--- src/rtl/exec_pkg.sv ---
// Shared opcodes, FSM encoding and immediate-extension helpers for the execute pipe.
// EXEC_DIV_EN (optional macro) enables the iterative divider in the execute pipe.
package exec_pkg;

    localparam logic [4:0] OP_ADD   = 5'd0;
    localparam logic [4:0] OP_ADDU  = 5'd1;
    localparam logic [4:0] OP_SUB   = 5'd2;
    localparam logic [4:0] OP_SUBU  = 5'd3;
    localparam logic [4:0] OP_AND   = 5'd4;
    localparam logic [4:0] OP_OR    = 5'd5;
    localparam logic [4:0] OP_XOR   = 5'd6;
    localparam logic [4:0] OP_NOR   = 5'd7;
    localparam logic [4:0] OP_SLT   = 5'd8;
    localparam logic [4:0] OP_SLTU  = 5'd9;
    localparam logic [4:0] OP_LUI   = 5'd10;
    localparam logic [4:0] OP_SLL   = 5'd11;
    localparam logic [4:0] OP_SRL   = 5'd12;
    localparam logic [4:0] OP_SRA   = 5'd13;
    localparam logic [4:0] OP_SLLV  = 5'd14;
    localparam logic [4:0] OP_SRLV  = 5'd15;
    localparam logic [4:0] OP_SRAV  = 5'd16;
    localparam logic [4:0] OP_MFHI  = 5'd17;
    localparam logic [4:0] OP_MFLO  = 5'd18;
    localparam logic [4:0] OP_MULT  = 5'd19;
    localparam logic [4:0] OP_MULTU = 5'd20;
    localparam logic [4:0] OP_DIV   = 5'd21;
    localparam logic [4:0] OP_DIVU  = 5'd22;

    localparam logic [1:0] ST_IDLE = 2'd0;
    localparam logic [1:0] ST_MUL  = 2'd1;
    localparam logic [1:0] ST_DIV  = 2'd2;
    localparam logic [1:0] ST_DONE = 2'd3;

    // Extended to 64 bits; callers truncate to their datapath width.
    function automatic logic [63:0] sext16(input logic [15:0] v);
        return {{48{v[15]}}, v};
    endfunction

    function automatic logic [63:0] zext16(input logic [15:0] v);
        return {48'h0, v};
    endfunction

endpackage

--- src/rtl/exec_muldiv_seq.sv ---
// Iterative shift-add multiplier / restoring divider, one bit per cycle for W cycles.
// Divider datapath present only when EXEC_DIV_EN is defined.
module exec_muldiv_seq #(
    parameter int W = 32
) (
    input  logic         clk,
    input  logic         rst_n,
    input  logic         start,
    input  logic         sgn,
    input  logic         is_div,
    input  logic [W-1:0] a,
    input  logic [W-1:0] b,
    output logic         done,
    output logic [W-1:0] hi,
    output logic [W-1:0] lo
);
    localparam int CW = $clog2(W);

    logic         run;
    logic [CW-1:0] cnt;
    logic         neg_q;
    logic [W-1:0] acc_hi, acc_lo, opnd;
    logic [W-1:0] nxt_hi, nxt_lo;
    logic         neg_a, neg_b;
    logic [W-1:0] mag_a, mag_b;
    logic [W:0]   msum;
    logic [2*W-1:0] prod;

    assign neg_a = sgn & a[W-1];
    assign neg_b = sgn & b[W-1];
    assign mag_a = neg_a ? -a : a;
    assign mag_b = neg_b ? -b : b;

    // Multiply: {acc_hi,acc_lo} starts as {0,|a|}; conditional add of |b| then shift right.
    assign msum = {1'b0, acc_hi} + (acc_lo[0] ? {1'b0, opnd} : '0);

`ifdef EXEC_DIV_EN
    logic         div_r, dz, neg_r;
    logic [W-1:0] a_orig;
    logic [W:0]   rs, trial;

    // Divide: acc_hi is the partial remainder, acc_lo shifts dividend out and quotient in.
    assign rs    = {acc_hi, acc_lo[W-1]};
    assign trial = rs - {1'b0, opnd};

    always_comb begin
        if (div_r) begin
            nxt_hi = trial[W] ? rs[W-1:0] : trial[W-1:0];
            nxt_lo = {acc_lo[W-2:0], ~trial[W]};
        end else begin
            nxt_hi = msum[W:1];
            nxt_lo = {msum[0], acc_lo[W-1:1]};
        end
    end
`else
    logic unused_is_div;
    assign unused_is_div = is_div;
    assign nxt_hi = msum[W:1];
    assign nxt_lo = {msum[0], acc_lo[W-1:1]};
`endif

    assign done = run & (cnt == CW'(W - 1));
    assign prod = {nxt_hi, nxt_lo};

    // Results are taken from the final step's next-state so done needs no extra cycle.
    always_comb begin
        {hi, lo} = neg_q ? -prod : prod;
`ifdef EXEC_DIV_EN
        if (div_r) begin
            if (dz) begin
                lo = '1;
                hi = a_orig;
            end else begin
                lo = neg_q ? -nxt_lo : nxt_lo;
                hi = neg_r ? -nxt_hi : nxt_hi;
            end
        end
`endif
    end

    always_ff @(posedge clk or negedge rst_n) begin
        if (!rst_n) begin
            run    <= 1'b0;
            cnt    <= '0;
            neg_q  <= 1'b0;
            acc_hi <= '0;
            acc_lo <= '0;
            opnd   <= '0;
`ifdef EXEC_DIV_EN
            div_r  <= 1'b0;
            dz     <= 1'b0;
            neg_r  <= 1'b0;
            a_orig <= '0;
`endif
        end else if (start) begin
            run    <= 1'b1;
            cnt    <= '0;
            neg_q  <= neg_a ^ neg_b;
            acc_hi <= '0;
            acc_lo <= mag_a;
            opnd   <= mag_b;
`ifdef EXEC_DIV_EN
            div_r  <= is_div;
            dz     <= (b == '0);
            neg_r  <= neg_a;
            a_orig <= a;
`endif
        end else if (run) begin
            acc_hi <= nxt_hi;
            acc_lo <= nxt_lo;
            cnt    <= cnt + 1'b1;
            if (done) begin
                run <= 1'b0;
            end
        end
    end

endmodule

--- src/rtl/execute_pipe_unit.sv ---
// Pipelined execute stage: registered ALU/shift/EA results with valid/ready handshakes and HI/LO.
// Define EXEC_DIV_EN to execute DIV/DIVU; otherwise they retire at once as illegal.
module execute_pipe_unit
    import exec_pkg::*;
#(
    parameter int W    = 32,
    parameter int SH_W = $clog2(W)
) (
    input  logic            clk,
    input  logic            rst_n,
    input  logic            in_valid,
    output logic            in_ready,
    input  logic [4:0]      op,
    input  logic [W-1:0]    a,
    input  logic [W-1:0]    b,
    input  logic [15:0]     imm,
    input  logic            use_imm,
    input  logic [SH_W-1:0] sa,
    output logic            out_valid,
    input  logic            out_ready,
    output logic [W-1:0]    result,
    output logic [W-1:0]    ea,
    output logic [W-1:0]    dm_in,
    output logic            ovf,
    output logic            illegal,
    output logic            busy
);
    logic [1:0]      state;
    logic [W-1:0]    hi_r, lo_r;
    logic [W-1:0]    imm_s, imm_z, opb, sum, diff, lui_val, alu_res;
    logic [SH_W-1:0] vsh;
    logic            alu_ovf, alu_ill, logic_op;
    logic            is_mul, is_div_op, multi, md_signed, accept, start, slot_free;
    logic            md_done;
    logic [W-1:0]    md_hi, md_lo;

    assign imm_s    = W'(sext16(imm));
    assign imm_z    = W'(zext16(imm));
    assign logic_op = (op == OP_AND) | (op == OP_OR) | (op == OP_XOR);
    assign opb      = use_imm ? (logic_op ? imm_z : imm_s) : b;
    assign sum      = a + opb;
    assign diff     = a - opb;
    assign lui_val  = W'({imm, 16'h0000});
    assign vsh      = a[SH_W-1:0];

    always_comb begin
        alu_res = '0;
        alu_ovf = 1'b0;
        alu_ill = 1'b0;
        case (op)
            OP_ADD: begin
                alu_res = sum;
                alu_ovf = (a[W-1] == opb[W-1]) && (sum[W-1] != a[W-1]);
            end
            OP_ADDU: alu_res = sum;
            OP_SUB: begin
                alu_res = diff;
                alu_ovf = (a[W-1] != opb[W-1]) && (diff[W-1] != a[W-1]);
            end
            OP_SUBU:  alu_res = diff;
            OP_AND:   alu_res = a & opb;
            OP_OR:    alu_res = a | opb;
            OP_XOR:   alu_res = a ^ opb;
            OP_NOR:   alu_res = ~(a | opb);
            OP_SLT:   alu_res[0] = $signed(a) < $signed(opb);
            OP_SLTU:  alu_res[0] = a < opb;
            OP_LUI:   alu_res = lui_val;
            OP_SLL:   alu_res = b << sa;
            OP_SRL:   alu_res = b >> sa;
            OP_SRA:   alu_res = $unsigned($signed(b) >>> sa);
            OP_SLLV:  alu_res = b << vsh;
            OP_SRLV:  alu_res = b >> vsh;
            OP_SRAV:  alu_res = $unsigned($signed(b) >>> vsh);
            OP_MFHI:  alu_res = hi_r;
            OP_MFLO:  alu_res = lo_r;
            OP_MULT, OP_MULTU: ;
`ifdef EXEC_DIV_EN
            OP_DIV, OP_DIVU: ;
`endif
            default:  alu_ill = 1'b1;
        endcase
    end

    assign is_mul    = (op == OP_MULT) | (op == OP_MULTU);
`ifdef EXEC_DIV_EN
    assign is_div_op = (op == OP_DIV) | (op == OP_DIVU);
`else
    assign is_div_op = 1'b0;
`endif
    assign multi     = is_mul | is_div_op;
    assign md_signed = (op == OP_MULT) | (op == OP_DIV);
    assign slot_free = ~out_valid | out_ready;
    assign in_ready  = (state == ST_IDLE) & slot_free;
    assign accept    = in_valid & in_ready;
    assign start     = accept & multi;
    assign busy      = (state == ST_MUL) | (state == ST_DIV);

    exec_muldiv_seq #(.W(W)) u_muldiv (
        .clk    (clk),
        .rst_n  (rst_n),
        .start  (start),
        .sgn    (md_signed),
        .is_div (is_div_op),
        .a      (a),
        .b      (b),
        .done   (md_done),
        .hi     (md_hi),
        .lo     (md_lo)
    );

    always_ff @(posedge clk or negedge rst_n) begin
        if (!rst_n) begin
            state <= ST_IDLE;
            hi_r  <= '0;
            lo_r  <= '0;
        end else begin
            case (state)
                ST_IDLE: if (start) state <= is_mul ? ST_MUL : ST_DIV;
                ST_MUL, ST_DIV: begin
                    if (md_done) begin
                        hi_r  <= md_hi;
                        lo_r  <= md_lo;
                        state <= ST_DONE;
                    end
                end
                default: if (slot_free) state <= ST_IDLE;
            endcase
        end
    end

    // Completion beat and single-cycle beats never collide: in_ready is low outside IDLE.
    always_ff @(posedge clk or negedge rst_n) begin
        if (!rst_n) begin
            out_valid <= 1'b0;
            result    <= '0;
            ea        <= '0;
            dm_in     <= '0;
            ovf       <= 1'b0;
            illegal   <= 1'b0;
        end else if ((state == ST_DONE) && slot_free) begin
            out_valid <= 1'b1;
            result    <= lo_r;
            ea        <= '0;
            dm_in     <= '0;
            ovf       <= 1'b0;
            illegal   <= 1'b0;
        end else if (accept && !multi) begin
            out_valid <= 1'b1;
            result    <= alu_res;
            ea        <= a + imm_s;
            dm_in     <= b;
            ovf       <= alu_ovf;
            illegal   <= alu_ill;
        end else if (out_ready) begin
            out_valid <= 1'b0;
            result    <= '0;
            ea        <= '0;
            dm_in     <= '0;
            ovf       <= 1'b0;
            illegal   <= 1'b0;
        end
    end

endmodule

--- config.mk ---
export PLATFORM = sky130hd
export DESIGN_NAME = execute_pipe_unit
export DESIGN_NICKNAME = d
export VERILOG_FILES = /design/src/rtl/exec_pkg.sv /design/src/rtl/exec_muldiv_seq.sv /design/src/rtl/execute_pipe_unit.sv
export SDC_FILE = /design/constraint.sdc
export NUM_CORES = 2
export LEC_CHECK = 0
export BUFFER_PORTS_ARGS = -buffer_cell sky130_fd_sc_hd__buf_2
export CAP_MARGIN = 20
export CORE_ASPECT_RATIO = 2
export CORE_MARGIN = 2
export CORE_UTILIZATION = 50
export CTS_BUF_LIST = sky130_fd_sc_hd__clkbuf_8
export CTS_CLUSTER_DIAMETER = 80
export DETAILED_ROUTE_END_ITERATION = 8
export GPL_ROUTABILITY_DRIVEN = 0
export PLACE_DENSITY_LB_ADDON = 0.1
export RECOVER_POWER = 100
export SYNTH_ARGS = -nofsm -noshare
export SYNTH_HDL_FRONTEND = slang
export SYNTH_SLANG_ARGS = --single-unit
--- constraint.sdc ---
create_clock -name clk -period 4.6 [get_ports clk]
set_input_delay 0.92 -clock clk [delete_from_list [all_inputs] [get_ports clk]]
set_output_delay 0.92 -clock clk [all_outputs]
set_load 0.01 [all_outputs]
==> summary.md, run 1 <==
| Metric | Value |
|---|---|
| FP Rows | 125 |
| Die width | 175 µm |
| Largest cells by area after synthesis | dfrtp_1, ha_1, mux2i_1 |
| Syn avg cell area | 7.62 µm² |
| Unique masters post-synth | 86 |
| Clock sinks | 268 |
| Clock buffer depth | 3 |
| Setup Slack @ Placement | -0.364 ns |
| Largest net degree at the start of global routing | 94 |
| Yosys top cell area share | 23.0% |
| Starting Density | 50.3% |
| Grt total ovfl | 758 |
| Num CTS Buffers | 45 |
| Sequential fraction of the synthesis area | 23.0% |
| Number of I/O pins | 196 |
| Number of synthesized register bits | 268 |
| Synth area leader | dfrtp_1 |
| Cells after Synth | 3819 |
| GRT Util Overall | 67.7% |
| H-Tree Depth | 2 |
| Hpwl dp | 130000 µm |
| First-pass GRT wire length | 310000 µm |
| First error | [ERROR GRT-0116] Global routing finished with congestion. Check the congestion regions in the DRC Viewer. |
| Primary FF master, synth | dfrtp_1 |
| Root buffer cell | clkbuf_8 |
| Die Y | 345 µm |
| Halt Stage | 5_1_grt |
| Synthesized area | 29100 µm² |
| EDFF count, synth | 0 |
| Fraction of registers with async set/reset | 100% |
| Yosys warnings | 0 |
| Vias in the first global route | 38600 |
| Outcome | stopped before the end |
| Port bufs | 195 |
| Syn Nets | 4087 |
[Yosys cell counts, drive strengths merged, types with 17 or more instances]
cell / instances
o21ai: 429
nand2: 403
nor2: 360
dfrtp: 268
clkbuf: 253
a21oi: 236
mux2i: 204
ha: 169
inv: 142
xnor2: 130
xor2: 89
nand3: 64
a22o: 63
nor3: 63
nand2b: 59
a211oi: 57
and2: 53
buf: 47
o211ai: 46
a21o: 43
a31oi: 43
o31ai: 42
a22oi: 41
o22ai: 40
a221oi: 37
and3: 30
a222oi: 28
mux4: 25
o21a: 25
nand4: 22
nor4: 22
o21bai: 22
or3: 20
a211o: 17
[cell families after synthesis]
group	share of synthesized area [%]
compound gates	29.3
simple gates	18.2
buf+inv	5.78
flops	23.0
mux	9.53
xor+xnor	6.62
fa+ha+maj	7.54
[timing repair]
item                                    in CTS
hold buffers                                 0
gates resized for setup                      3
pin swaps                                    1
endpoints found under the setup margin       4
setup buffers                                0
[metrics by stage]
stage | cells | area [µm²] | TNS (ns) | utilization (%)
CTS | 4937 | 33900 | 0 | 58.7
global placement | 4856 | 33000 | -1.45 | 57.0
detailed placement | 4856 | 33000 | -2.24 | 57.0
floorplan | 3819 | 29100 | 0 | -
[routing by layer]
metal,GRT overflow,track usage [%]
met2,473,87.1
met1,7,68.5
met3,17,49.2
met5,1,15.2
met4,260,64.8
==> run 2: changes to the inputs <==
CORE_ASPECT_RATIO = unset   (was 2)
CORE_UTILIZATION = 35   (was 50)
CTS_BUF_LIST = unset   (was sky130_fd_sc_hd__clkbuf_8)
CTS_CLUSTER_DIAMETER = unset   (was 80)
PLACE_DENSITY_LB_ADDON = 0.15   (was 0.1)
clock period = 5.98 ns   (was 4.6 ns; I/O delays follow)
==> run 2 against run 1 <==
Net effect: the flow now finishes, with violations (max-capacitance violations, max-slew violations); synthesized area unchanged; synthesized cell count unchanged.
==> summary.md, run 2 <==
| Metric | Value |
|---|---|
| FP Rows | 105 (was 125) |
| Via density | 6.44 |
| Via count | 32000 |
| Yosys warnings | 0 (unchanged) |
| Syn Nets | 4087 (unchanged) |
| Pins Over Slew Limit | 326 |
| DRT Pass-1 Iters | 9 |
| DRC Markers | 0 |
| Antenna Nets Post-Route | 0 |
| Crit path largest cell delay | 0.77 ns |
| Pwr/cell area | 344 nW/µm² |
| EDFF count, synth | 0 (unchanged) |
| Die area | 85500 µm² |
| Die width | 292 µm (was 175 µm) |
| H-Tree Depth | 2 (unchanged) |
| Inst Count DP | 4899 (was 4856) |
| DR WL/cell | 30.4 µm |
| GRT Util Overall | 34.3% |
| Unique masters post-synth | 86 (unchanged) |
| Share of cells above drive strength 1 | 8.72% |
| Max Cap Viol | 6 |
| Slew HR | -192% |
| Least-Margin Pin Slew | 4.37 ns |
| # fillers | 8674 |
| Yosys top cell area share | 23.0% (unchanged) |
| Post-route insts no fill | 4973 |
| Syn avg cell area | 7.62 µm² (unchanged) |
| Total power | 0.0112 W |
| Setup TNS | 0 ns |
| Crit path arrival time | 6.00 ns |
| CTS tree | done |
| Most frequent cells after synthesis | o21ai_0, nand2_1, nor2_1, dfrtp_1, clkbuf_1 (unchanged) |
| Synth Area in Compound Gates | 29.3% (unchanged) |
| Synth area leader | dfrtp_1 (unchanged) |
| Peak supply drop | 0.000240 V |
| DR iter-0 viols | 5110 |
| First-pass GRT wire length | 215000 µm |
| Vias in the first global route | 29100 |
| Period utilization | 92.9% |
| Top-count cell post-synth | o21ai_0 (unchanged) |
| Core Region | 82200 µm² |
| FMAX | 0.180 GHz |
| Post-Synth Adder-Cell Area | 7.54% (unchanged) |
| Clk_lat worst skew | 0.61 ns |
| Initial antenna violation count | 12 |
| Clock buffer depth | 3 (unchanged) |
| Total Wirelength | 151000 µm |
| Post-CTS Setup Repair Bufs | 0 (unchanged) |
| Starting Density | 35.4% (was 50.3%) |
| WHS | 0.472 ns |
| Hpwl dp | 117000 µm (was 130000 µm) |
| Primary FF master, synth | dfrtp_1 (unchanged) |
| CP max-delay cell | a2111oi_0 |
| CTS resizes | 0 (was 3) |
| Net count, final | 4137 |
| Number of synthesized register bits | 268 (unchanged) |
| CP startpoint kind | input pin |
| Outcome | complete, but fails checks (was stopped before the end) |
| Fraction of registers with async set/reset | 100% (unchanged) |
| Violated checks | max-capacitance violations, max-slew violations |
| Skew final | 0.0381 ns |
| Root buffer cell | clkbuf_16 (was clkbuf_8) |
| Final hold vios | 0 |
| Clk slew on worst S/H paths | 0.06 ns |
| Grt total ovfl | 0 |
| CP Class | in2reg |
| Largest cells by area after synthesis | dfrtp_1, ha_1, mux2i_1 (unchanged) |
| Area grow syn2layout | 11.5% |
| Synthesized area | 29100 µm² (unchanged) |
| Multiplexer share of the synthesized area | 9.53% (unchanged) |
| CP dominant cell by count | a221oi_1 |
| Crit Path Max Fanout | 15 |
| Die Y | 292 µm (was 345 µm) |
| Hold crit path type | reg2reg |
| CP Data Required Time | 6.42 ns |
| Largest net degree at the start of global routing | 99 |
| Hold-fix buffers, CTS | 0 (unchanged) |
| Simple-gate share of the synthesized area | 18.2% (unchanged) |
| Cells after Synth | 3819 (unchanged) |
| Clock sinks | 268 (unchanged) |
| Final setup fails | 0 |
| CP Cell Sequence | buf_2 > clkbuf_1 > nand2_1 > a21o_1 > buf_4 > o21ai_0 > inv_1 > ha_1 > a221o_1 > a221oi_1 > o311ai_0 > a2111oi_0 > o221ai_1 > a221oi_1 > a21oi_1 |
| Post-layout minimum cycle time | 5.55 ns |
| Sequential fraction of the synthesis area | 23.0% (unchanged) |
| Final Cell Area | 32400 µm² |
| Port bufs | 195 (unchanged) |
| Pleak | 13.9 nW |
| Placed Area | 31300 µm² (was 33000 µm²) |
| Largest family of logic cells by synthesized area | compound AO/OA/AOI/OAI gates (unchanged) |
| Crit. End Element | flip-flop |
| Number of I/O pins | 196 (unchanged) |
| Most common cell after layout, fill and taps aside | o21ai_0 |
| Unrepaired setup endpoints after global routing | false |
| Num CTS Buffers | 37 (was 45) |
| Most frequent cells in the layout | o21ai_0, nand2_1, nor2_1 |
| XOR/XNOR Fraction of Synth Area | 6.62% (unchanged) |
run 2: cell counts after synthesis:
Identical to the previous run, type by type.
run 2: kinds of logic after synthesis:
kind of cell               count (synthesis)
adders and majority gates                173
and+or+nand+nor                         1159
buffers and inverters                    446
muxes                                    244
AOI/OAI and AO/OA                       1310
DFF                                      268
xor gates and xnor gates                 219
run 2: worst max-delay path, delay by kind of cell:
kind / cells / cell delay (ns)
adders and majority gates: 1 / 0.45
buffers and inverters: 4 / 1.10
AOI/OAI and AO/OA: 9 / 3.05
and+or+nand+nor: 1 / 0.17
run 2: report_power, final:
part           internal [W]  total (W)  leakage, nW  switching (W)
clock               0.00148    0.00248        0.648        0.00100
sequential          0.00236    0.00292         3.49       0.000562
combinational       0.00210    0.00576         9.72        0.00366
total               0.00594     0.0112         13.9        0.00523
run 2: path summary, 6_finish.rpt:
check	from	endpoint	slack (ns)	cells past startpoint
max in group asynchronous	rst_n	ea[9]	1.21	1
setup / recovery	use_imm	result[28]	0.43	15
hold / removal	u_muldiv.opnd[31]	u_muldiv.opnd[31]	0.47	2
setup reg to reg	u_muldiv.acc_lo[0]	hi_r[27]	0.65	14
min in group asynchronous	rst_n	dm_in[0]	2.24	1
hold reg to reg	u_muldiv.opnd[31]	u_muldiv.opnd[31]	0.47	2
run 2: metrics by stage:
| stage | worst slack, ns | util, % |
|---|---|---|
| final | 0.426 | 39.5 |
| after global routing | 0.345 | 39.4 |
| after detailed placement | 0.518 | 38.1 |
| after CTS | 1.03 | 39.7 |
| after global placement | 0.494 | 38.1 |
| after floorplan | 0.804 | - |
run 2: area by class of cell:
cell class | count | area [µm²] | area share [%]
Multi-Input combinational cell | 3105 | 20700 | 63.8
Sequential cell | 268 | 6710 | 20.7
Timing Repair Buffer | 311 | 1780 | 5.50
Tap cell | 1070 | 1340 | 4.13
Clock buffer | 46 | 1010 | 3.11
Inverter | 146 | 548 | 1.69
Clock inverter | 22 | 330 | 1.02
Antenna cell | 5 | 12.5 | 0.0386
run 2: metal layers:
metal  part of all wire [%]  global-route usage [%]  vias to the layer above
met2                     40                    48.3                     2098
li1                       -                       -                    14100
met5                  0.034                       0                        -
met4                    6.4                    18.1                        6
met1                     40                    45.7                    15400
met3                     13                    12.2                      443
No activity file was read; power rests on OpenSTA's default activity.
